<file path="src/rtl/mem_wb_stage_pkg.sv">
// Shared definitions for the MEM/WB stage and the difftest wrapper: the commit-record
// layout and the sizing helpers used by the stage.
package mem_wb_stage_pkg;

    localparam int DIFF_DELAY_MAX = 8;

    // Commit record, MSB first: {valid, pc, rd_ena, rd_addr, rd_data}.
    // The difftest wrapper must unpack with these same offsets.
    function automatic int commit_rec_w(input int xlen, input int pc_w, input int reg_aw);
        return 1 + pc_w + 1 + reg_aw + xlen;
    endfunction

    function automatic int rec_addr_lsb(input int xlen);
        return xlen;
    endfunction

    function automatic int rec_ena_bit(input int xlen, input int reg_aw);
        return xlen + reg_aw;
    endfunction

    function automatic int rec_pc_lsb(input int xlen, input int reg_aw);
        return xlen + reg_aw + 1;
    endfunction

    function automatic int rec_valid_bit(input int xlen, input int pc_w, input int reg_aw);
        return xlen + reg_aw + 1 + pc_w;
    endfunction

    function automatic int idle_cnt_w(input int timeout);
        return (timeout < 1) ? 1 : $clog2(timeout + 1);
    endfunction

endpackage

</file>
<file path="src/rtl/mem_wb_stage_if.sv">
// MEM-stage to WB-stage instruction bundle with its ready back-pressure.
interface mem_wb_stage_if #(
    parameter int XLEN   = 64,
    parameter int PC_W   = 64,
    parameter int REG_AW = 5
);
    logic              in_valid;
    logic [PC_W-1:0]   in_pc;
    logic [XLEN-1:0]   in_rd_data;
    logic [REG_AW-1:0] in_rd_addr;
    logic              in_rd_ena;
    logic              in_ready;

    modport master (
        output in_valid, in_pc, in_rd_data, in_rd_addr, in_rd_ena,
        input  in_ready
    );

    modport slave (
        input  in_valid, in_pc, in_rd_data, in_rd_addr, in_rd_ena,
        output in_ready
    );
endinterface

</file>
<file path="src/rtl/mem_wb_stage_commit_delay_line.sv">
// Fixed-depth shift register for commit records; a plain wire when DEPTH is 0.
module commit_delay_line #(
    parameter int DEPTH = 2,
    parameter int W     = 8
) (
    input  logic         clk,
    input  logic         rst,
    input  logic [W-1:0] d,
    output logic [W-1:0] q
);
    if (DEPTH == 0) begin : g_wire
        logic unused_clk_rst;
        assign unused_clk_rst = clk ^ rst;
        assign q = d;
    end else begin : g_shift
        logic [W-1:0] stage_reg [DEPTH];

        always_ff @(posedge clk) begin
            if (rst) begin
                for (int i = 0; i < DEPTH; i++) stage_reg[i] <= '0;
            end else begin
                stage_reg[0] <= d;
                for (int i = 1; i < DEPTH; i++) stage_reg[i] <= stage_reg[i-1];
            end
        end

        assign q = stage_reg[DEPTH-1];
    end
endmodule

</file>
<file path="src/rtl/mem_wb_stage.sv">
// MEM/WB pipeline register with stall/flush, a delayed commit trace for difftest,
// a retired-instruction counter and a sticky no-commit watchdog.
module mem_wb_stage
    import mem_wb_stage_pkg::*;
#(
    parameter int XLEN       = 64,
    parameter int PC_W       = 64,
    parameter int REG_AW     = 5,
    parameter int DIFF_DELAY = 2,
    parameter int CNT_W      = 64,
    parameter int TIMEOUT    = 5000
) (
    input  logic              clk,
    input  logic              rst,
    input  logic              stall,
    input  logic              flush,
    mem_wb_stage_if.slave     in_bus,
    output logic              wb_valid,
    output logic [PC_W-1:0]   wb_pc,
    output logic [XLEN-1:0]   wb_rd_data,
    output logic [REG_AW-1:0] wb_rd_addr,
    output logic              wb_rd_ena,
    output logic              commit_valid,
    output logic [PC_W-1:0]   commit_pc,
    output logic              commit_rd_ena,
    output logic [REG_AW-1:0] commit_rd_addr,
    output logic [XLEN-1:0]   commit_rd_data,
    output logic [CNT_W-1:0]  commit_cnt,
    output logic              commit_timeout
);
    localparam int REC_W     = commit_rec_w(XLEN, PC_W, REG_AW);
    localparam int ADDR_LSB  = rec_addr_lsb(XLEN);
    localparam int ENA_BIT   = rec_ena_bit(XLEN, REG_AW);
    localparam int PC_LSB    = rec_pc_lsb(XLEN, REG_AW);
    localparam int VALID_BIT = rec_valid_bit(XLEN, PC_W, REG_AW);
    localparam int IDLE_W    = idle_cnt_w(TIMEOUT);
    localparam logic [IDLE_W-1:0] IDLE_MAX = IDLE_W'(TIMEOUT);

    if (DIFF_DELAY < 0 || DIFF_DELAY > DIFF_DELAY_MAX) begin : g_bad_delay
        $error("mem_wb_stage: DIFF_DELAY must be within 0..%0d", DIFF_DELAY_MAX);
    end

    logic              wb_new_reg;
    logic [REC_W-1:0]  rec_in;
    logic [REC_W-1:0]  rec_out;
    logic [IDLE_W-1:0] idle_reg;
    logic [IDLE_W-1:0] idle_next;

    assign in_bus.in_ready = !stall;

    // Flush shares the reset path so it wins over a simultaneous stall.
    always_ff @(posedge clk) begin
        if (rst || flush) begin
            wb_valid   <= 1'b0;
            wb_pc      <= '0;
            wb_rd_data <= '0;
            wb_rd_addr <= '0;
            wb_rd_ena  <= 1'b0;
            wb_new_reg <= 1'b0;
        end else if (stall) begin
            wb_new_reg <= 1'b0;
        end else begin
            wb_valid   <= in_bus.in_valid;
            wb_pc      <= in_bus.in_pc;
            wb_rd_data <= in_bus.in_rd_data;
            wb_rd_addr <= in_bus.in_rd_addr;
            wb_rd_ena  <= in_bus.in_valid & in_bus.in_rd_ena & (in_bus.in_rd_addr != '0);
            wb_new_reg <= in_bus.in_valid;
        end
    end

    // wb_new gates the record so a stalled instruction enters the line only once.
    assign rec_in = {wb_valid & wb_new_reg, wb_pc, wb_rd_ena, wb_rd_addr, wb_rd_data};

    commit_delay_line #(
        .DEPTH (DIFF_DELAY),
        .W     (REC_W)
    ) u_commit_delay_line (
        .clk (clk),
        .rst (rst),
        .d   (rec_in),
        .q   (rec_out)
    );

    assign commit_valid   = rec_out[VALID_BIT];
    assign commit_pc      = rec_out[PC_LSB +: PC_W];
    assign commit_rd_ena  = rec_out[ENA_BIT];
    assign commit_rd_addr = rec_out[ADDR_LSB +: REG_AW];
    assign commit_rd_data = rec_out[0 +: XLEN];

    always_comb begin
        idle_next = idle_reg;
        if (commit_valid) begin
            idle_next = '0;
        end else if (idle_reg != IDLE_MAX) begin
            idle_next = idle_reg + 1'b1;
        end
    end

    always_ff @(posedge clk) begin
        if (rst) begin
            commit_cnt     <= '0;
            idle_reg       <= '0;
            commit_timeout <= 1'b0;
        end else begin
            commit_cnt     <= commit_cnt + CNT_W'(commit_valid);
            idle_reg       <= idle_next;
            commit_timeout <= commit_timeout | (idle_next == IDLE_MAX);
        end
    end
endmodule

</file>
<file path="src/flat_wrapper.sv">
// flat-port wrapper written by rule: the top's interface ports become plain ports
module mem_wb_stage_flat import mem_wb_stage_pkg::*;
#(
    parameter int XLEN       = 64,
    parameter int PC_W       = 64,
    parameter int REG_AW     = 5,
    parameter int DIFF_DELAY = 2,
    parameter int CNT_W      = 64,
    parameter int TIMEOUT    = 5000
)
  (clk, rst, stall, flush, wb_valid, wb_pc, wb_rd_data, wb_rd_addr, wb_rd_ena, commit_valid, commit_pc, commit_rd_ena, commit_rd_addr, commit_rd_data, commit_cnt, commit_timeout, in_bus_in_valid, in_bus_in_pc, in_bus_in_rd_data, in_bus_in_rd_addr, in_bus_in_rd_ena, in_bus_in_ready);
  mem_wb_stage_if #(.XLEN(XLEN), .PC_W(PC_W), .REG_AW(REG_AW)) in_bus_i ();
  input  logic clk;
  input  logic rst;
  input  logic stall;
  input  logic flush;
  output logic wb_valid;
  output logic [PC_W-1:0] wb_pc;
  output logic [XLEN-1:0] wb_rd_data;
  output logic [REG_AW-1:0] wb_rd_addr;
  output logic wb_rd_ena;
  output logic commit_valid;
  output logic [PC_W-1:0] commit_pc;
  output logic commit_rd_ena;
  output logic [REG_AW-1:0] commit_rd_addr;
  output logic [XLEN-1:0] commit_rd_data;
  output logic [CNT_W-1:0] commit_cnt;
  output logic commit_timeout;
  input wire logic [$bits(in_bus_i.in_valid)-1:0] in_bus_in_valid;
  input wire logic [$bits(in_bus_i.in_pc)-1:0] in_bus_in_pc;
  input wire logic [$bits(in_bus_i.in_rd_data)-1:0] in_bus_in_rd_data;
  input wire logic [$bits(in_bus_i.in_rd_addr)-1:0] in_bus_in_rd_addr;
  input wire logic [$bits(in_bus_i.in_rd_ena)-1:0] in_bus_in_rd_ena;
  output wire logic [$bits(in_bus_i.in_ready)-1:0] in_bus_in_ready;
  assign in_bus_i.in_valid = in_bus_in_valid;
  assign in_bus_i.in_pc = in_bus_in_pc;
  assign in_bus_i.in_rd_data = in_bus_in_rd_data;
  assign in_bus_i.in_rd_addr = in_bus_in_rd_addr;
  assign in_bus_i.in_rd_ena = in_bus_in_rd_ena;
  assign in_bus_in_ready = in_bus_i.in_ready;
  mem_wb_stage #(.XLEN(XLEN), .PC_W(PC_W), .REG_AW(REG_AW), .DIFF_DELAY(DIFF_DELAY), .CNT_W(CNT_W), .TIMEOUT(TIMEOUT)) u_core (.clk(clk), .rst(rst), .stall(stall), .flush(flush), .in_bus(in_bus_i), .wb_valid(wb_valid), .wb_pc(wb_pc), .wb_rd_data(wb_rd_data), .wb_rd_addr(wb_rd_addr), .wb_rd_ena(wb_rd_ena), .commit_valid(commit_valid), .commit_pc(commit_pc), .commit_rd_ena(commit_rd_ena), .commit_rd_addr(commit_rd_addr), .commit_rd_data(commit_rd_data), .commit_cnt(commit_cnt), .commit_timeout(commit_timeout));
endmodule
</file>
<file path="config.mk">
export PLATFORM = sky130hd
export DESIGN_NAME = mem_wb_stage_flat
export DESIGN_NICKNAME = d
export VERILOG_FILES = /design/src/rtl/mem_wb_stage_pkg.sv /design/src/rtl/mem_wb_stage_if.sv /design/src/rtl/mem_wb_stage_commit_delay_line.sv /design/src/rtl/mem_wb_stage.sv /design/src/flat_wrapper.sv
export SDC_FILE = /design/constraint.sdc
export NUM_CORES = 1
export LEC_CHECK = 0
export BUFFER_PORTS_ARGS = -buffer_cell sky130_fd_sc_hd__buf_4
export CAP_MARGIN = 10
export CORE_MARGIN = 4
export CORE_UTILIZATION = 53
export DETAILED_ROUTE_END_ITERATION = 6
export HOLD_SLACK_MARGIN = 0.12
export PLACE_DENSITY = 0.84
export SLEW_MARGIN = 15
export SYNTH_ARGS = -nofsm -noshare
export SYNTH_HDL_FRONTEND = slang
export SYNTH_HIERARCHICAL = 1
export SYNTH_SLANG_ARGS = --single-unit
</file>
<file path="constraint.sdc">
create_clock -name clk -period 3 [get_ports clk]
set_input_delay 0.45 -clock clk [delete_from_list [all_inputs] [get_ports clk]]
set_output_delay 0.45 -clock clk [all_outputs]
set_load 0.02 [all_outputs]
</file>
# Word level (Yosys, flattened, before mapping)
# Memories as Yosys holds them, arrays and structs flattened.
# Index checks and enable logic that the tools add are counted.
# totals
regBits	214
ram_bits	270
input_bits	139
out_inout_bits	336
word_cells	31
mem_count	1
# memory_table
memory	words	word_bits	rd	rd_clocked_by_memory_dff	write_ports	line	source
u_core.u_commit_delay_line.g_shift.stage_reg	2	135	2	0	2	mem_wb_stage_commit_delay_line.sv:16	logic [W-1:0] stage_reg [DEPTH];
# op_classes
n_addsub	2
eq_ne	2
muxes	7
bitwise	6
n_reduce_logical	4
# ops
op	count
$mux W135	2
$add A64 B1 Y64	1
$mux W13	2
$add A13 B1 Y13 const B	1
$eq A13 B13 Y1 const B	1
$ne A13 B13 Y1 const B	1
$reduce_bool A5 Y1	1
$and A1 B1 Y1	3
$mux W1	3
$or A1 B1 Y1	3
$reduce_or A2 Y1	1
$logic_not A1 Y1	1
$logic_or A1 B1 Y1	1

# Logic depth before layout (Yosys ltp)
# logic_depth
depth_word	5
depth_mapped	11
depth_no_buf	7

# Hierarchy
# The synthesis kept the hierarchy.
# modules_own_cells
mod	instances	cells_each	area_each_um2	seq_area_each_um2
mem_wb_stage	1	1024	9491.6	4284.1
commit_delay_line	1	705	9345.2	5405.2

# Worst setup path after synthesis
# Ideal clock, no wire load.
# synth_path
path_kind	register to register
start	register u_core.commit_cnt[18]
end	register u_core.commit_cnt[49]
setup_time_ns	0.070
t_arrival_ns	2.639
required_ns	2.930
setup_slack_ns	0.290
path_stages_with_launch	9
path_buffers	3
synth_period_minus_slack_ns	2.710
path_cell_list	dfxtp_1 nand4_2 or4_1 buf_2 or4_4 buf_6 buf_6 or4_1 a21oi_1
# synth_between
elab_chain_cells	1
# synth_lines
item	line	source
from (decl)	mem_wb_stage.sv:28	output logic [CNT_W-1:0] commit_cnt,
from (signal assigned)	mem_wb_stage.sv:106	commit_cnt <= commit_cnt + CNT_W'(commit_valid);
$add A64 B1 Y64	mem_wb_stage.sv:106	
# No other way between the ends.
# A chain may end at the register's enable or synchronous reset.

# Worst setup path in the final report
# layout_path
start	register u_core.commit_cnt[12]
end	register u_core.commit_cnt[39]
# The elaborated chain is that of the path after synthesis.

==> results.sh <==
export IMPL_grt_pass1_wl_mm=71.60
export IMPL_cp_end_kind="flop"
export IMPL_timing_final_crit_share_pct=91.03
export IMPL_outcome="finished with violations"
export IMPL_crit_top_cell="or4_1"
export IMPL_placed_cells=2328
export IMPL_core_area_sq_mm=0.03480
export IMPL_dieArea_sq_mm=0.03862
export IMPL_ys_types=45
export IMPL_fmax_mhz=366.2
export IMPL_root_buffer="clkbuf_16"
export IMPL_slew_headroom_pct=43.21
export IMPL_area_growth_pct=22.40
export IMPL_clk_latency_ns=0.56
export IMPL_die_h_microns=196.5
export IMPL_firstDrtPassIters=7
export IMPL_worstMarginPinSlew_ns=0.8518
export IMPL_dominantRegCellSynth="dfxtp_1"
export IMPL_ys_warn_count=6
export IMPL_critPathMaxFanout=26
export IMPL_slew_viol_final=0
export IMPL_cpMaxStageDelayCell="or4_4"
export IMPL_dp_hpwl_mm=30.79
export IMPL_route_detailed_drc=4
export IMPL_grtUsageTotal_pct=23.15
export IMPL_arrival_ns=3.21
export IMPL_final_cell_mix="486 x buf_4, 484 x dfxtp_1, 193 x nor2_1, 135 x mux2i_1, 135 x nor2b_2"
export IMPL_ys_ff_latch=484
export IMPL_numPortBuffers=474
export IMPL_clockBufferDepth=3
export IMPL_p_per_area_mw_per_mm2=576.9
export IMPL_fillers=2335
export IMPL_worstRegToRegCells=5
export IMPL_nNetsFinal=2169
export IMPL_ioPinCount=475
export IMPL_cts_tree="built"
export IMPL_crit_type="reg2reg"
export IMPL_final_common_cell="buf_4"
export IMPL_skew_ns=0.01513
export IMPL_synth_seq_area_share_pct=51.44
export IMPL_critPathLaunch="u_core/commit_cnt[12]$_SDFF_PP0_"
export IMPL_viasPerCell=4.994
export IMPL_path_buf_inv=0
export IMPL_grt_overflow=0
export IMPL_vias=12560
export IMPL_violations="DRC"
export IMPL_r2r_end="u_core/commit_cnt[39]$_SDFF_PP0_"
export IMPL_crit_end="u_core/commit_cnt[39]$_SDFF_PP0_"
export IMPL_leakage_nw=9.792
export IMPL_critPathLaunchType="flop"
export IMPL_hold_ws_ns=0.1525
export IMPL_cts_sinks=484
export IMPL_synth_avg_cell_area_sq_um=10.89
export IMPL_drive_above_1_share_pct=37.68
export IMPL_r2r_slack_ns=0.27
export IMPL_instances_no_fill=2514
export IMPL_wl_mm=47.38
export IMPL_synth_nets=1872
export IMPL_die_w_microns=196.5
export IMPL_synth_edf_count=0
export IMPL_period_needed_ns=2.731
export IMPL_antenna_left=0
export IMPL_grt_max_degree=117
export IMPL_hold_class="in2reg"
export IMPL_syn_cell_area_sq_mm=0.01884
export IMPL_drv_cap=0
export IMPL_setup_viol=0
export IMPL_synth_cells=1729
export IMPL_start_util_pct=54.13
export IMPL_path_clk_slew_ns=0.06
export IMPL_antenna_found_initial=2
export IMPL_dr_first_iter_drc_count=636
export IMPL_cts_made_buffers=47
export IMPL_grt_pass1_vias=13010
export IMPL_routabilityCongestion=0.8584
export IMPL_setup_tns_ns=0
export IMPL_critPathMaxStageDelay_ns=0.71
export IMPL_critical_path_top_delay_family="simple AND/OR/NAND/NOR gates"
export IMPL_reg2reg_from="u_core/commit_cnt[12]$_SDFF_PP0_"
export IMPL_ir_drop_mv=0.5456
export IMPL_wl_per_cell_microns=18.85
export IMPL_path_cells="nand4_1, or4_1, or4_4, or4_1, a21oi_1"
export IMPL_synth_async_reset_ratio_pct=0
export IMPL_htreeDepth=2
export IMPL_rsz0062_at_grt="no"
export IMPL_cp_num_cells=5
export IMPL_hold_viol_final=0
export IMPL_largest_reg_flops=270
export IMPL_rows=68
export IMPL_crit_required_ns=3.48
-- tightest hold or removal path, cell delays in order --
cell and delay (ns):
buf_4 0.09, mux2i_1 0.06, nor2_1 0.07
-- report_power, final --
group | total [mW] | switching, mW | internal [mW]
registers | 6.62 | 0.0738 | 6.55
clock network | 5.72 | 2.40 | 3.32
logic | 0.963 | 0.491 | 0.473
total | 13.3 | 2.96 | 10.3
-- what timing repair did --
| action | 4_1_cts | 5_1_grt |
|---|---|---|
| buffers inserted | 0 | 3 |
| gates resized for setup | 0 | 0 |
| hold buffers | 101 | 0 |
| setup endpoints to repair | 0 | 7 |
| endpoints found under the hold margin | 101 | 0 |
-- routing by layer --
| layer | GRT usage (%) | vias to the layer above | share of wire [%] |
|---|---|---|---|
| met4 | 10.89 | 0 | 4.4 |
| met5 | 0 | - | 0 |
| met2 | 40.86 | 504 | 50 |
| met1 | 25.30 | 5997 | 37 |
| met3 | 7.385 | 115 | 8.8 |
| li1 | - | 5939 | - |
-- worst min path at each step --
stage | from | to | slack (ns) | cells past startpoint
global placement | flop | flop | 0.42 | 1
finish | in_bus_in_rd_addr[1] | u_core/wb_rd_addr[1]$_SDFFE_PP0N_ | 0.15 | 3
CTS | in_bus_in_rd_data[29] | u_core/wb_rd_data[29]$_SDFFE_PP0N_ | 0.12 | 3
global route | in_bus_in_rd_addr[1] | u_core/wb_rd_addr[1]$_SDFFE_PP0N_ | 0.14 | 3
floorplan | flop | flop | 0.41 | 1
detailed placement | flop | flop | 0.42 | 1
-- cell usage after synthesis (2+ instances only) --
cell / number / area [sq um]
xor2_1: 14 / 122.6
mux2_2: 8 / 90.09
and3_1: 8 / 50.05
o211ai_1: 2 / 15.01
clkbuf_1: 34 / 127.6
a21oi_1: 29 / 145.1
buf_4: 268 / 2012
ha_1: 4 / 50.05
buf_1: 10 / 37.54
nand3_1: 26 / 130.1
a211oi_1: 2 / 15.01
nand2_1: 29 / 108.9
or2_2: 4 / 25.02
buf_12: 13 / 260.3
nor2b_1: 81 / 506.7
and2_1: 4 / 25.02
xnor2_1: 27 / 236.5
nor4_1: 14 / 87.58
buf_2: 9 / 45.04
nor2b_4: 65 / 894.6
buf_6: 11 / 123.9
or4_1: 15 / 112.6
and4_1: 7 / 61.31
mux2i_1: 135 / 1351
o31ai_1: 13 / 97.59
nor2b_2: 135 / 1182
o21ai_0: 14 / 70.07
nor3_1: 10 / 50.05
inv_1: 13 / 48.80
dfxtp_1: 484 / 9689
nand4_1: 21 / 131.4
nand2b_1: 2 / 12.51
or3_1: 14 / 87.58
nor2_1: 193 / 724.4
-- layout make-up --
cell class | count | area [sq um] | share of cell area, %
Timing Repair Buffer | 594 | 4786 | 20.76
Multi-Input combinational cell | 886 | 6480 | 28.10
Tap cell | 455 | 569.3 | 2.469
Clock inverter | 11 | 107.6 | 0.4667
Clock buffer | 69 | 1371 | 5.947
Inverter | 13 | 48.80 | 0.2116
Sequential cell | 484 | 9689 | 42.02
Antenna cell | 2 | 5.005 | 0.02171
-- through the flow --
stage               utilization [%]  power, mW  setup slack (ns)  instance area, sq um
floorplan                         -      7.367            0.2904                 18840
global placement              59.02      7.567            0.3474                 20540
detailed placement            59.02      7.592            0.2182                 20540
CTS                           66.18      13.40            0.2146                 23030
global route                  66.26      13.74            0.1247                 23060
finish                        66.26      13.30            0.2691                 23060
-- cell families (layout without fill, tap and decap cells) --
family                   after synthesis  count (layout)  share of synthesized area [%]
adder cells (fa/ha/maj)                4               4                         0.2657
XOR/XNOR                              41              41                          1.906
buffers and inverters                359             687                          14.17
other                                  0               2                              0
multiplexers                         143             143                          7.652
AND/OR/NAND/NOR                      634             634                          22.54
flip-flops                           484             484                          51.44
AO/OA/AOI/OAI                         64              64                          2.019
No activity file was read; power rests on OpenSTA's default activity.
